--- src/rtl/ps2_key_gen.sv ---
// ps2_key_gen
// ---------------------------------------------------------------------------
// Turns raw PS/2 set-2 keyboard traffic into the 11-bit ps2_key event word
// used by the keyboard decoder in the clk_sys domain.
//
// Event protocol (the only "handshake" this block has): there is no
// valid/ready pair. A new event is signalled solely by bit 10 of ps2_key
// changing. The consumer must treat every toggle of bit 10 as exactly one
// event and read bits 9:0 in that same cycle. The word holds its value
// until the next event.
//
// Ports
//   clk_sys      in   system clock (48 MHz nominal)
//   RESET        in   synchronous, active-high reset
//   ps2_clk_in   in   raw PS/2 clock line (asynchronous)
//   ps2_data_in  in   raw PS/2 data line (asynchronous)
//   ps2_key      out  {toggle, pressed, extended, code[7:0]}
//   frame_err    out  one-cycle pulse on start/parity/stop error or on a
//                     timeout abort of a partial frame
//
// Parameters
//   FILTER_LEN   cycles a synchronised ps2_clk level must hold to be accepted
//   TIMEOUT      idle cycles inside a frame before the frame is abandoned
//   TW           width of the timeout counter (must hold TIMEOUT)
//
// Optional build macro
//   PS2_TYPEMATIC_FILTER_EN  adds a 512-entry held-key bitmap that suppresses
//                            typematic repeat make codes.
// ---------------------------------------------------------------------------
module ps2_key_gen #(
  parameter int FILTER_LEN = 8,
  parameter int TIMEOUT    = 96000,
  parameter int TW         = 17
) (
  input  logic        clk_sys,
  input  logic        RESET,
  input  logic        ps2_clk_in,
  input  logic        ps2_data_in,
  output logic [10:0] ps2_key,
  output logic        frame_err
);

  localparam int FW = (FILTER_LEN > 1) ? $clog2(FILTER_LEN) : 1;

  typedef enum logic [1:0] {
    ST_IDLE   = 2'd0,
    ST_DATA   = 2'd1,
    ST_PARITY = 2'd2,
    ST_STOP   = 2'd3
  } state_t;

  // Frame FSM state; r_state is the observation point for the FSM.
  state_t r_state;
  state_t w_next_state;

  // Input conditioning
  logic          r_clk_s1, r_clk_s2;
  logic          r_dat_s1, r_dat_s2;
  logic          r_filt_clk;
  logic [FW-1:0] r_filt_cnt;
  logic          w_strobe;

  // Frame datapath
  logic [7:0]    r_shift;
  logic [2:0]    r_bit_cnt;
  logic          r_parity;
  logic [TW-1:0] r_to_cnt;
  logic          w_shift_en, w_bit_clr, w_par_en;
  logic          w_stop_ok, w_stop_bad, w_start_err, w_timeout;

  // Byte processing
  logic          r_byte_vld;
  logic [7:0]    r_byte;
  logic          r_ext, r_rel;
  logic [2:0]    r_skip;
  logic [10:0]   r_ps2_key;
  logic          r_frame_err;
  logic          w_is_key;
  logic          w_emit_ok;

  assign ps2_key   = r_ps2_key;
  assign frame_err = r_frame_err;

  // Two-flop synchronisers; lines idle high so they reset high.
  always_ff @(posedge clk_sys) begin
    if (RESET) begin
      r_clk_s1 <= 1'b1;
      r_clk_s2 <= 1'b1;
      r_dat_s1 <= 1'b1;
      r_dat_s2 <= 1'b1;
    end else begin
      r_clk_s1 <= ps2_clk_in;
      r_clk_s2 <= r_clk_s1;
      r_dat_s1 <= ps2_data_in;
      r_dat_s2 <= r_dat_s1;
    end
  end

  // Glitch filter: the filtered clock follows the synchronised clock only
  // after FILTER_LEN consecutive differing samples; any agreeing sample
  // restarts the count.
  always_ff @(posedge clk_sys) begin
    if (RESET) begin
      r_filt_clk <= 1'b1;
      r_filt_cnt <= '0;
    end else if (r_clk_s2 == r_filt_clk) begin
      r_filt_cnt <= '0;
    end else if (r_filt_cnt == FW'(FILTER_LEN - 1)) begin
      r_filt_clk <= r_clk_s2;
      r_filt_cnt <= '0;
    end else begin
      r_filt_cnt <= r_filt_cnt + FW'(1);
    end
  end

  // Strobe is the cycle in which the filtered clock commits a 1->0 change;
  // r_dat_s2 is the bit value for that strobe.
  assign w_strobe = r_filt_clk && !r_clk_s2 && (r_filt_cnt == FW'(FILTER_LEN - 1));

  // Timeout only counts cycles with no strobe while a frame is open.
  assign w_timeout = (r_state != ST_IDLE) && !w_strobe &&
                     (r_to_cnt == TW'(TIMEOUT - 1));

  // Frame FSM: next state and datapath controls.
  always_comb begin
    w_next_state = r_state;
    w_shift_en   = 1'b0;
    w_bit_clr    = 1'b0;
    w_par_en     = 1'b0;
    w_stop_ok    = 1'b0;
    w_stop_bad   = 1'b0;
    w_start_err  = 1'b0;
    if (w_strobe) begin
      case (r_state)
        ST_IDLE: begin
          if (!r_dat_s2) begin
            w_next_state = ST_DATA;
            w_bit_clr    = 1'b1;
          end else begin
            w_start_err  = 1'b1;
          end
        end
        ST_DATA: begin
          w_shift_en = 1'b1;
          if (r_bit_cnt == 3'd7) w_next_state = ST_PARITY;
        end
        ST_PARITY: begin
          w_par_en     = 1'b1;
          w_next_state = ST_STOP;
        end
        ST_STOP: begin
          w_next_state = ST_IDLE;
          // Odd parity: data bits plus parity bit must hold an odd count of ones.
          if (r_dat_s2 && ((^r_shift) ^ r_parity)) w_stop_ok  = 1'b1;
          else                                     w_stop_bad = 1'b1;
        end
        default: w_next_state = ST_IDLE;
      endcase
    end else if (w_timeout) begin
      w_next_state = ST_IDLE;
    end
  end

  always_ff @(posedge clk_sys) begin
    if (RESET) r_state <= ST_IDLE;
    else       r_state <= w_next_state;
  end

  // Frame datapath registers.
  always_ff @(posedge clk_sys) begin
    if (RESET) begin
      r_shift     <= '0;
      r_bit_cnt   <= '0;
      r_parity    <= 1'b0;
      r_to_cnt    <= '0;
      r_byte_vld  <= 1'b0;
      r_byte      <= '0;
      r_frame_err <= 1'b0;
    end else begin
      if (w_shift_en) r_shift <= {r_dat_s2, r_shift[7:1]};
      if (w_bit_clr || w_timeout) r_bit_cnt <= '0;
      else if (w_shift_en)        r_bit_cnt <= r_bit_cnt + 3'd1;
      if (w_par_en) r_parity <= r_dat_s2;
      if (w_strobe || w_timeout || r_state == ST_IDLE) r_to_cnt <= '0;
      else                                              r_to_cnt <= r_to_cnt + TW'(1);
      r_byte_vld  <= w_stop_ok;
      if (w_stop_ok) r_byte <= r_shift;
      r_frame_err <= w_start_err | w_stop_bad | w_timeout;
    end
  end

  // Anything that is not a prefix or a keyboard status/ack byte is a key code.
  always_comb begin
    w_is_key = 1'b1;
    case (r_byte)
      8'hE0, 8'hE1, 8'hF0, 8'hAA, 8'hFA, 8'hEE, 8'hFE, 8'h00, 8'hFF: w_is_key = 1'b0;
      default: w_is_key = 1'b1;
    endcase
  end

`ifdef PS2_TYPEMATIC_FILTER_EN
  // Held-key bitmap indexed by {ext, code}. Cleared one entry per cycle
  // after reset; while the sweep runs, keys pass through unfiltered and the
  // bitmap is not updated.
  logic [511:0] r_held;
  logic [8:0]   r_clr_idx;
  logic         r_clearing;
  logic         w_map_we;
  logic [8:0]   w_map_idx;

  assign w_map_idx = {r_ext, r_byte};
  assign w_map_we  = r_byte_vld && (r_skip == 3'd0) && w_is_key && !r_clearing;
  // A make of a key already held is a typematic repeat and is dropped.
  assign w_emit_ok = r_rel || r_clearing || !r_held[w_map_idx];

  always_ff @(posedge clk_sys) begin
    if (RESET) begin
      r_clr_idx  <= '0;
      r_clearing <= 1'b1;
    end else if (r_clearing) begin
      r_clr_idx <= r_clr_idx + 9'd1;
      if (r_clr_idx == 9'd511) r_clearing <= 1'b0;
    end
  end

  always_ff @(posedge clk_sys) begin
    if (r_clearing)    r_held[r_clr_idx] <= 1'b0;
    else if (w_map_we) r_held[w_map_idx] <= ~r_rel;
  end
`else
  assign w_emit_ok = 1'b1;
`endif

  // Byte processing, one cycle after a valid stop bit.
  always_ff @(posedge clk_sys) begin
    if (RESET) begin
      r_ext     <= 1'b0;
      r_rel     <= 1'b0;
      r_skip    <= '0;
      r_ps2_key <= '0;
    end else begin
      if (r_byte_vld) begin
        if (r_skip != 3'd0) begin
          r_skip <= r_skip - 3'd1;
        end else if (r_byte == 8'hE1) begin
          // Pause: swallow the remaining 7 bytes of the sequence.
          r_skip <= 3'd7;
        end else if (r_byte == 8'hE0) begin
          r_ext <= 1'b1;
        end else if (r_byte == 8'hF0) begin
          r_rel <= 1'b1;
        end else if (w_is_key) begin
          if (w_emit_ok) r_ps2_key <= {~r_ps2_key[10], ~r_rel, r_ext, r_byte};
          r_ext <= 1'b0;
          r_rel <= 1'b0;
        end
      end
      // A corrupt byte leaves the sequence context unknown; drop it.
      if (w_stop_bad) begin
        r_ext  <= 1'b0;
        r_rel  <= 1'b0;
        r_skip <= '0;
      end
    end
  end

endmodule

--- config.mk ---
export PLATFORM = sky130hd
export DESIGN_NAME = ps2_key_gen
export DESIGN_NICKNAME = d
export VERILOG_FILES = /design/src/rtl/ps2_key_gen.sv
export SDC_FILE = /design/constraint.sdc
export NUM_CORES = 1
export LEC_CHECK = 0
export ABC_AREA = 1
export CORE_ASPECT_RATIO = 1.1
export CORE_MARGIN = 8
export CORE_UTILIZATION = 59
export CTS_CLUSTER_SIZE = 25
export DETAILED_ROUTE_END_ITERATION = 7
export PLACE_DENSITY = 0.9
export SKIP_LAST_GASP = 1
export SYNTH_ARGS = -nofsm -noshare
export SYNTH_HDL_FRONTEND = slang
export SYNTH_SLANG_ARGS = --single-unit
--- constraint.sdc ---
create_clock -name clk_sys -period 2.1 [get_ports clk_sys]
set_input_delay 0.315 -clock clk_sys [delete_from_list [all_inputs] [get_ports clk_sys]]
set_output_delay 0.315 -clock clk_sys [all_outputs]
set_load 0.02 [all_outputs]
==> results.json, run 1 <==
{
  "crit_start": "r_filt_cnt[0]",
  "synth-compound-area-share": 0.0701,
  "cts_tree": "built",
  "ys_ff_latch": 65,
  "rsz0062_at_grt": "no",
  "use_met2": 0.285,
  "root_buffer": "clkbuf_8",
  "drive_gt1_frac": 0.118,
  "preCtsSetupSlack_ps": 259,
  "min_period_over_period": 0.890,
  "clk_pin_slew_ps": 60,
  "leakage_nw": 1.57,
  "dieWidth_um": 85.8,
  "status": "completed",
  "synth-edff-count": 0,
  "ant_nets": 0,
  "vias": 2585,
  "vias_per_cell": 4.87,
  "p_seq_frac": 0.534,
  "synth-simple-area-share": 0.320,
  "grtUsageMet3": 0.0664,
  "max-vdd-ir-drop_uv": 446,
  "grt_overflow": 0,
  "synth_mux_area_frac": 0.00713,
  "synthXorXnorAreaFrac": 0.0360,
  "worstRegToRegCells": 10,
  "cts.sinks": 65,
  "ctsHoldBuffers": 0,
  "use_met1": 0.148,
  "dp_hpwl_mm": 4.08,
  "grt_pass1_wl_mm": 9.93,
  "synth_area_leaders": "dfxtp_1 (41%), nand2_1 (10%), inv_1 (8.2%)",
  "avgSynthCellArea_um2": 7.33,
  "wl_per_cell_um": 10.8,
  "dp.cells": 516,
  "max_freq_ghz": 0.535,
  "syn_area_um2": 3160,
  "ys_seq_area_frac": 0.412,
  "io_buffers": 15,
  "p_per_area_nw_per_um2": 651,
  "clkLatencyLatePin_ps": 340,
  "io_pins": 16,
  "grt-busiest-layer": "met2",
  "synthToLayoutAreaGrowth_pct": 12.9,
  "r2r_end": "r_state[0]",
  "routed_wl_mm": 5.73,
  "worst-path-max-fanout": 7,
  "synth_async_sr_flop_share": 0,
  "synth_nets": 447,
  "post-synth-top-count-cell": "nand2_1",
  "synth_top_family_by_area": "simple AND/OR/NAND/NOR gates",
  "clock_skew_ps": 5.42,
  "power.total_mw": 2.32,
  "synth_commonest_cells": "nand2_1 (84), inv_1 (69), nor2_1 (69)",
  "layout_setup_ws_ps": 230,
  "grt_pass1_vias": 2460,
  "hold_path.class": "reg2reg",
  "synthFlopType": "dfxtp_1",
  "cap_violations": 0,
  "coreArea_um2": 5290,
  "yosysTopAreaCell": "dfxtp_1",
  "p_clk_frac": 0.449,
  "drtIter0Drc": 160,
  "path_class": "reg2reg",
  "cts_setup_buffers": 0,
  "final-max-slew-violation-count": 0,
  "worst_slew_pin_slew_ps": 712,
  "netSwitchingPower_mw": 0.469,
  "grt_use_total": 0.156,
  "switching_share": 0.202,
  "clock_path_buffers": 2,
  "nets": 468,
  "crit_end": "r_state[0]",
  "reg2reg_slack_ps": 230,
  "tns_ps": 0,
  "rows": 28,
  "internal_power_mw": 1.85,
  "grt_max_degree": 28,
  "h-tree-depth": 3,
  "start_kind": "flop",
  "fin_cells": 531,
  "n_antenna_cell": 0,
  "relSlewSlack": 0.519,
  "dieArea_um2": 7960,
  "start_util": 0.597,
  "numCtsBuffers": 9,
  "required_ps": 2330,
  "synth_top_area_frac": 0.412,
  "comb_power_share": 0.017,
  "cts_resized": 0,
  "synth.distinct_cells": 37,
  "hold_viol": 0,
  "drc": 0,
  "min_period_ps": 1870,
  "r2r-start": "r_filt_cnt[0]",
  "synthAdderAreaFrac": 0.0475,
  "antenna_found_initial": 0,
  "ys_warn_count": 0,
  "end_kind": "flop",
  "fillers": 445,
  "drt-pass1-iter-count": 5,
  "setup_violations": 0,
  "gp_congestion": 0.862,
  "arrival_ps": 2100,
  "hold_depth": 1,
  "syn-instance-count": 431,
  "die_height_um": 92.8
}
stage by stage:
step | util | hold slack [ps] | instance area, µm²
6_report | 0.675 | 411 | 3570
3_5_place_dp | 0.638 | 398 | 3370
5_1_grt | 0.675 | 436 | 3570
3_3_place_gp | 0.638 | 393 | 3370
2_1_floorplan | - | 384 | 3160
4_1_cts | 0.675 | 414 | 3570
final cells by class:
cell class              instances  area [µm²]  area share
well taps                      75        93.8      0.0263
inverters                      74         278      0.0778
clock inverters                 3        40.0      0.0112
multi-input cells             283        1520       0.426
clock buffers                  12         155      0.0435
flip-flops and latches         65        1300       0.365
repair buffers                 19         180      0.0505
power groups by stage:
| stage | clock, mW | sequential (mW) | combinational, mW |
|---|---|---|---|
| after CTS | 1.07 | 1.24 | 0.0394 |
| after global routing | 1.13 | 1.24 | 0.0445 |
| after detailed placement | 0 | 1.27 | 0.0390 |
| after floorplan | 0 | 1.27 | 0.0255 |
| after global placement | 0 | 1.27 | 0.0380 |
| final | 1.04 | 1.24 | 0.0392 |
flip-flops by register name, indices dropped and copies added (netlist names):
register and flops:
r_clk_s1 1, ps2_key 11, r_clk_s2 1, r_dat_s2 1, r_filt_clk 1, r_skip 3
r_rel 1, r_parity 1, r_to_cnt 17, r_ext 1, r_byte_vld 1, r_byte 8
r_bit_cnt 3, r_dat_s1 1, r_state 2, r_filt_cnt 3, frame_err 1, r_shift 8
worst max-delay path: stages, from the launching register on:
cell,delay [ps]
dfxtp_1,310
ha_1,190
ha_1,220
nand2_2,190
inv_1,140
nand2_1,200
nor2_1,60
nor2_1,210
nand3_1,120
nand2_1,70
nor2_1,50
layout by cell type (no fill, tap or decap), types with 2 or more instances in the layout:
cell,n
a21oi_1,17
buf_4,4
clkbuf_8,11
clkdlybuf4s50_1,15
clkinv_2,2
dfxtp_1,65
ha_1,12
inv_1,69
inv_2,4
mux2_2,2
nand2_1,84
nand2_2,6
nand3_1,13
nand4_1,12
nand4_4,2
nor2_1,69
nor2_2,12
nor3_1,5
o21ai_0,17
o311ai_0,2
or2_2,4
xnor2_1,2
xor2_1,11
logic make-up after synthesis:
family,Yosys count
AO/OA/AOI/OAI,41
XOR/XNOR,13
adder cells (fa/ha/maj),12
buffers and inverters,83
flip-flops,65
multiplexers,2
AND/OR/NAND/NOR,215
metal layers:
metal | routed length (µm) | vias to the layer above
met4 | 119 | 0
li1 | - | 1381
met2 | 2930 | 42
met3 | 249 | 12
met5 | 0 | -
met1 | 2430 | 1150
how the worst min path moves through the flow:
stage,start,endpoint,slack [ps]
final,r_clk_s1,r_clk_s2,410
after global routing,r_clk_s1,r_clk_s2,440
after CTS,r_clk_s1,r_clk_s2,410
after detailed placement,r_clk_s1,r_clk_s2,400
after global placement,r_dat_s1,r_dat_s2,390
after floorplan,RESET,frame_err,380
Power figures use the tool's default switching activity.
==> run 2: changes to the inputs <==
RECOVER_POWER = 25   (was unset)
==> run 2 against run 1 <==
  * Clock skew up 1.8 ps
  * Combinational power down 3%
  * Core utilization down 0.071 points
  * Routed wire length down 0.58%
  * Register-to-register slack about the same
  * Cell area down 0.11%
  * Hold slack about the same
  * Critical path depth unchanged
  * Cell count unchanged
  * Critical path type unchanged
==> results.json, run 2 (same netlist as run 1, synthesis figures left out) <==
{
  "setup_violations": 0,
  "cts_resized": 0,
  "worst-path-max-fanout": 7,
  "layout_setup_ws_ps": 230,
  "antenna_found_initial": 0,
  "arrival_ps": 2100,
  "tns_ps": 0,
  "start_util": 0.597,
  "ant_nets": 0,
  "max_freq_ghz": 0.535,
  "nets": 468,
  "status": "completed",
  "p_per_area_nw_per_um2": 651,
  "clock_skew_ps": 7.19,
  "timing.hold.ws_ps": 411,
  "leakage_nw": 1.61,
  "root_buffer": "clkbuf_8",
  "grt_pass1_vias": 2460,
  "final_cell_mix": "nand2_1 (84), inv_1 (69), nor2_1 (69)",
  "path_cells": "ha_1 > ha_1 > nand2_2 > inv_1 > nand2_1 > nor2_1 > nor2_1 > nand3_1 > nand2_1 > nor2_1",
  "synthToLayoutAreaGrowth_pct": 12.8,
  "cts_tree": "built",
  "utilization": 0.674,
  "required_ps": 2330,
  "grt_pass1_wl_mm": 9.93,
  "start_kind": "flop",
  "cap_violations": 0,
  "regMostFlops": "r_to_cnt",
  "worst_slew_pin_slew_ps": 715,
  "cp_slowest_cell": "dfxtp_1",
  "cts.sinks": 65,
  "vias_per_cell": 4.86,
  "dp_hpwl_mm": 4.08,
  "largest_reg_flops": 17,
  "path_class": "reg2reg",
  "grt_use_total": 0.156,
  "numCtsBuffers": 9,
  "multi_input_area_um2": 1520,
  "hold_path.class": "reg2reg",
  "wl_per_cell_um": 10.7,
  "io_pins": 16,
  "gp_congestion": 0.862,
  "preCtsSetupSlack_ps": 259,
  "min_period_over_period": 0.891,
  "dieWidth_um": 85.8,
  "die_height_um": 92.8,
  "vias": 2579,
  "rows": 28,
  "crit_path_frequent_cell": "nor2_1",
  "final_common_cell": "nand2_1",
  "hold_viol": 0,
  "ctsHoldBuffers": 0,
  "slowest_delay_ps": 310,
  "clock_path_buffers": 2,
  "drt-pass1-iter-count": 4,
  "power.total_mw": 2.32,
  "h-tree-depth": 3,
  "drtIter0Drc": 161,
  "grt_overflow": 0,
  "max-vdd-ir-drop_uv": 446,
  "drc": 0,
  "io_buffers": 15,
  "final-max-slew-violation-count": 0,
  "routed_wl_mm": 5.69,
  "end_kind": "flop",
  "clkLatencyLatePin_ps": 340,
  "drive_gt1_frac": 0.116,
  "rsz0062_at_grt": "no",
  "dieArea_um2": 7960,
  "cts_setup_buffers": 0,
  "relSlewSlack": 0.517,
  "n_antenna_cell": 0,
  "grt_max_degree": 28,
  "fillers": 445,
  "seq_area_um2": 1300,
  "min_period_ps": 1870,
  "clk_pin_slew_ps": 60,
  "coreArea_um2": 5290
}
run 2: changes by cell type in the layout (fill, tap and decap cells not counted), sizes merged:
cell	before	now
clkbuf	12	13
clkdlybuf4s50	15	4
buf	4	3
dlygate4sd3	0	11
run 2: path summary, 6_finish.rpt:
check / startpoint / to / slack (ps) / cells past startpoint
setup reg to reg: r_filt_cnt[0] / r_state[0] / 230 / 10
hold reg to reg: r_clk_s1 / r_clk_s2 / 410 / 1
hold / removal: r_clk_s1 / r_clk_s2 / 410 / 1
setup / recovery: r_filt_cnt[0] / r_state[0] / 230 / 10
run 2: through the flow:
step,instances,instance area (µm²)
floorplan,431,3160
global placement,516,3370
detailed placement,516,3370
CTS,531,3570
global route,531,3560
finish,531,3560
run 2: cell type report:
cell class / instances / area share
clock buffer: 12 / 0.0435
multi-input combinational: 283 / 0.426
timing repair buffer: 19 / 0.0495
clock inverter: 3 / 0.0112
tap: 75 / 0.0263
inverter: 74 / 0.0779
sequential: 65 / 0.365
run 2: critical path: cells and delay by family, from the launching register on:
family / cells / cell delay [ps]
fa+ha+maj: 2 / 410
buf+inv: 1 / 140
flops: 1 / 310
simple gates: 7 / 900
run 2: report_power, final:
part	total, mW	internal (mW)	switching (mW)
clock	1.04	0.603	0.441
sequential	1.24	1.24	0.00399
combinational	0.0381	0.0144	0.0237
run 2: routing by layer:
layer	GRT usage	wire length [µm]
met3	0.0664	278
met5	0	0
met2	0.285	2920
met1	0.148	2380
met4	0.0702	112
==> run 3: changes to the inputs <==
CORE_UTILIZATION = 35   (was 59)
PLACE_DENSITY = 0.63   (was 0.9)
SKIP_CTS_REPAIR_TIMING = 1   (was unset)
==> run 3 against run 2 <==
  * Combinational power down 2%
  * Routed wire length down 4.9%
  * Via count decreased by 2.4%
  * Power up 0.42%
  * Cell count grew 7.3%
  * Non-clock buffer count stayed put
  * Critical endpoint is now r_to_cnt[16]
==> results.json, run 3 (same netlist as run 1, synthesis figures left out) <==
{
  "start_util": 0.358,
  "routed_wl_mm": 5.41,
  "r2r_end": "r_to_cnt[16]",
  "worst-path-max-fanout": 17,
  "hold_path.class": "reg2reg",
  "hold_viol": 0,
  "hp-start": "r_dat_s1",
  "fin_cells": 570,
  "ant_nets": 0,
  "root_buffer": "clkbuf_8",
  "crit_path_frequent_cell": "nand4_4",
  "worst_slew_pin_slew_ps": 667,
  "relSlewSlack": 0.550,
  "r2r-start": "r_state[0]",
  "coreArea_um2": 8830,
  "vias": 2517,
  "grt_max_degree": 29,
  "numCtsBuffers": 9,
  "regMostFlops": "r_to_cnt",
  "path_cells": "inv_1 > ha_1 > nor4_1 > nand4_4 > nand4_4 > a21oi_1",
  "synthToLayoutAreaGrowth_pct": 14.1,
  "drtIter0Drc": 76,
  "max_freq_ghz": 0.546,
  "antenna_found_initial": 0,
  "slowest_delay_ps": 450,
  "cap_violations": 0,
  "p_per_area_nw_per_um2": 646,
  "dp_hpwl_mm": 3.96,
  "leakage_nw": 1.60,
  "min_period_over_period": 0.873,
  "path_class": "reg2reg",
  "arrival_ps": 2040,
  "worstRegToRegCells": 6,
  "required_ps": 2310,
  "gp_congestion": 0.854,
  "reg2reg_slack_ps": 270,
  "final_common_cell": "nand2_1",
  "min_period_ps": 1830,
  "cp.buffers_inverters": 1,
  "clkLatencyLatePin_ps": 330,
  "drive_gt1_frac": 0.112,
  "dieWidth_um": 107,
  "rsz0062_at_grt": "no",
  "dp.cells": 555,
  "fillers": 931,
  "min_to": "r_dat_s2",
  "nets": 468,
  "io_pins": 16,
  "drc": 0,
  "io_buffers": 15,
  "power.total_mw": 2.33,
  "final_cell_mix": "nand2_1 (84), inv_1 (70), nor2_1 (69)",
  "final-max-slew-violation-count": 0,
  "status": "completed",
  "start_kind": "flop",
  "n_antenna_cell": 0,
  "grt_use_total": 0.0987,
  "setup_violations": 0,
  "cts_tree": "built",
  "tns_ps": 0,
  "cts.sinks": 65,
  "clk_pin_slew_ps": 70,
  "rows": 36,
  "dieArea_um2": 12300,
  "grt_pass1_wl_mm": 10.2,
  "grt_overflow": 0,
  "clock_path_buffers": 2,
  "crit_family": "simple AND/OR/NAND/NOR gates",
  "vias_per_cell": 4.42,
  "grt_pass1_vias": 2442,
  "cp_slowest_cell": "nor4_1",
  "wl_per_cell_um": 9.50,
  "end_kind": "flop",
  "h-tree-depth": 3,
  "drt-pass1-iter-count": 4,
  "clock_skew_ps": 10.3,
  "hold_depth": 1,
  "max-vdd-ir-drop_uv": 367,
  "die_height_um": 116,
  "largest_reg_flops": 17
}
-- run 3: layout make-up --
class,instances,area [µm²],area share
multi-input cells,283,1510,0.420
inverters,74,278,0.0770
clock inverters,3,40.0,0.0111
clock buffers,12,155,0.0430
well taps,114,143,0.0395
flip-flops and latches,65,1300,0.361
repair buffers,19,176,0.0489
-- run 3: through the flow --
step,util,cell area (µm²),hold slack (ps),worst slack [ps]
3_5_place_dp,0.388,3420,396,265
5_1_grt,0.409,3610,448,53.6
2_1_floorplan,-,3160,384,358
4_1_cts,0.410,3620,417,244
6_report,0.409,3610,413,267
3_3_place_gp,0.388,3420,396,350
-- run 3: how the worst max path moves through the flow --
stage,start,endpoint,cells after the start
finish,r_state[0],r_to_cnt[16],6
global route,r_filt_cnt[0],r_state[0],10
global placement,r_filt_cnt[0],r_state[1],10
CTS,r_state[0],r_to_cnt[16],6
detailed placement,r_state[0],r_to_cnt[2],6
floorplan,r_filt_cnt[0],r_bit_cnt[1],9
-- run 3: routing by layer --
layer  wire, µm  global-route usage  up-vias  part of all wire
li1           -                   -     1378                 -
met1       2640               0.113     1102              0.49
met2       2470               0.165       26              0.46
met3        219              0.0295       11             0.040
met5          0                   0        -                 0
met4         78              0.0460        0             0.014
-- run 3: power breakdown --
group	leakage, nW	switching (mW)	internal, mW
clock network	0.102	0.451	0.603
logic	0.971	0.0230	0.0144
registers	0.524	0.00401	1.24
==> RTL change (settings of run 3) <==
The output `frame_err` loses its register stage (`r_frame_err` becomes a continuous assignment).
--- a/src/rtl/ps2_key_gen.sv
+++ b/src/rtl/ps2_key_gen.sv
@@ -177,3 +177,2 @@
       r_byte      <= '0;
-      r_frame_err <= 1'b0;
     end else begin
@@ -187,5 +186,6 @@
       if (w_stop_ok) r_byte <= r_shift;
-      r_frame_err <= w_start_err | w_stop_bad | w_timeout;
-    end
-  end
+    end
+  end
+
+  assign r_frame_err = w_start_err | w_stop_bad | w_timeout;
 
Behaviour: not the same (a bounded check fails within 10 cycles, from zero or initial values and one cycle with RESET high).
==> RTL change against run 3 <==
  * Design area is 3.2% higher
  * Register-to-register slack worse by 0.05 ns
  * Total power increased by 3.9%
  * Sequential cell count fell by 1
  * Clock skew is 0.0033 ns lower
  * Setup slack worse by 0.14 ns
  * Sequential share of layout area is 1.3 points lower
  * Synthesized area fell by 2.2%
  * Critical path depth increased by 2
  * Core utilization up 1.7 points
  * Routed wire length is 7.4% higher
  * Global-route usage is 0.34 points higher
  * Final cell count is 1.2% lower
  * First-iteration DRC count rose by 61%
==> RTL change: results (changes against run 3) <==
INFO  synthesis      yosys-top-cells-area=sky130_fd_sc_hd__dfxtp_1 (41%), sky130_fd_sc_hd__nand2_1 (7.5%), sky130_fd_sc_hd__inv_1 (7.2%) [was sky130_fd_sc_hd__dfxtp_1 (41%), sky130_fd_sc_hd__nand2_1 (10%), sky130_fd_sc_hd__inv_1 (8.2%)]
INFO  run_status     result_of_the_run=completed [unchanged]
INFO  cells_and_area final_nets=461 [was 468]
INFO  cells_and_area proportion_of_layout_cells_with_a_drive_suffix_above_1=20.0% [was 11.2%]
INFO  sta            worst_pin_slew=0.620ns [was 0.667 ns]
INFO  global_routing grt_pass1_vias=2428 [was 2442]
INFO  sta            fin_worst_skew=0.00704ns [was 0.0103 ns]
INFO  route          first_pass_iters=5 [was 4]
INFO  worst_setup_path critical_path.endpoint=frame_err [was r_to_cnt[16]$_SDFF_PP0_]
INFO  worst_setup_path path_max_fanout=7 [was 17]
INFO  synthesis      postSynthNetCount=427 [was 447]
INFO  pwr            leakage=1.46nW [was 1.60 nW]
INFO  route          dr.first_iter.drc_count=122 [was 76]
INFO  place          placed_cells_incl_taps=547 [was 555]
INFO  place          place_hpwl=4.22mm [was 3.96 mm]
INFO  worst_setup_path cp.arrival=1.65ns [was 2.04 ns]
INFO  place          place.gp.congestion=0.854 [about the same]
INFO  synthesis      post_synth_most_frequent_cells=sky130_fd_sc_hd__dfxtp_1 (64), sky130_fd_sc_hd__nand2_1 (62), sky130_fd_sc_hd__inv_1 (59) [was sky130_fd_sc_hd__nand2_1 (84), sky130_fd_sc_hd__inv_1 (69), sky130_fd_sc_hd__nor2_1 (69)]
INFO  global_routing global_route_wire_length_before_repair=10.1mm [was 10.2 mm]
INFO  synthesis      yosysSeqAreaShare=41.4% [was 41.2%]
INFO  sta            setup_ws=0.132ns [was 0.267 ns]
INFO  route          routed-via-count=2572 [was 2517]
INFO  place          dp_worst_setup_slack=-0.0232ns [was 0.265 ns]
INFO  worst_setup_path worst_path_largest_cell_delay=0.33ns [was 0.45 ns]
INFO  route          routed_via_density=4.57 [was 4.42]
INFO  worst_setup_path setup.reg_to_reg.worst_slack=0.22ns [was 0.27 ns]
INFO  worst_setup_path standard_cell_with_the_maximum_stage_delay_on_the_critical_path=sky130_fd_sc_hd__dfxtp_2 [was sky130_fd_sc_hd__nor4_1]
==> RTL change: cell count changes after synthesis, moves of 4 or more <==
cell and change:
sky130_fd_sc_hd__o21ai_1 +9, sky130_fd_sc_hd__xor2_1 -4, sky130_fd_sc_hd__nand2_1 -22, sky130_fd_sc_hd__nor2_2 -5, sky130_fd_sc_hd__nand4_1 +5, sky130_fd_sc_hd__inv_2 +4, sky130_fd_sc_hd__nor2_1 -26, sky130_fd_sc_hd__nand2_2 +5
sky130_fd_sc_hd__a21oi_1 +16, sky130_fd_sc_hd__inv_1 -10
==> RTL change: area by class of cell <==
| type | instances | area, µm² |
|---|---|---|
| clock inverters | 3 | 65.1 |
| clock buffers | 12 | 155 |
| flip-flops and latches | 64 | 1290 |
| inverters | 68 | 255 |
| repair buffers | 33 | 289 |
| fillers | 913 | 5020 |
| well taps | 114 | 143 |
| multi-input cells | 269 | 1520 |
==> RTL change: worst min path at each step <==
stage | start | end | slack (ns) | cells past startpoint
CTS | r_dat_s1$_SDFF_PP1_ | r_dat_s2$_SDFF_PP1_ | 0.42 | 1
finish | r_filt_cnt[0]$_SDFF_PP0_ | r_filt_cnt[0]$_SDFF_PP0_ | 0.40 | 1
floorplan | r_clk_s1$_SDFF_PP1_ | r_clk_s2$_SDFF_PP1_ | 0.39 | 1
global route | r_filt_cnt[0]$_SDFF_PP0_ | r_filt_cnt[0]$_SDFF_PP0_ | 0.43 | 1
detailed placement | r_dat_s1$_SDFF_PP1_ | r_dat_s2$_SDFF_PP1_ | 0.40 | 1
global placement | r_dat_s1$_SDFF_PP1_ | r_dat_s2$_SDFF_PP1_ | 0.39 | 1
==> RTL change: report_power, final <==
group	internal [mW]	switching, mW	leakage, nW
Sequential	1.22	0.00119	0.521
Clock	0.725	0.436	0.112
Combinational	0.0166	0.0280	0.831
Total	1.96	0.465	1.46
==> RTL change: routing by layer <==
| layer | share of wire, % | routed length, µm | track usage (%) |
|---|---|---|---|
| met3 | 5.3 | 307 | 4.22 |
| met2 | 46 | 2690 | 16.8 |
| met1 | 47 | 2730 | 11.3 |
| met5 | 0 | 0 | 0 |
| met4 | 1.5 | 87 | 4.41 |
==> RTL change: kinds of logic after synthesis <==
logic type	Yosys count	synth area share [%]
and+or+nand+nor	180	29.1
xor gates and xnor gates	10	2.83
DFF	64	41.4
adders and majority gates	12	4.86
AOI/OAI and AO/OA	67	11.6
buffers and inverters	78	10.2
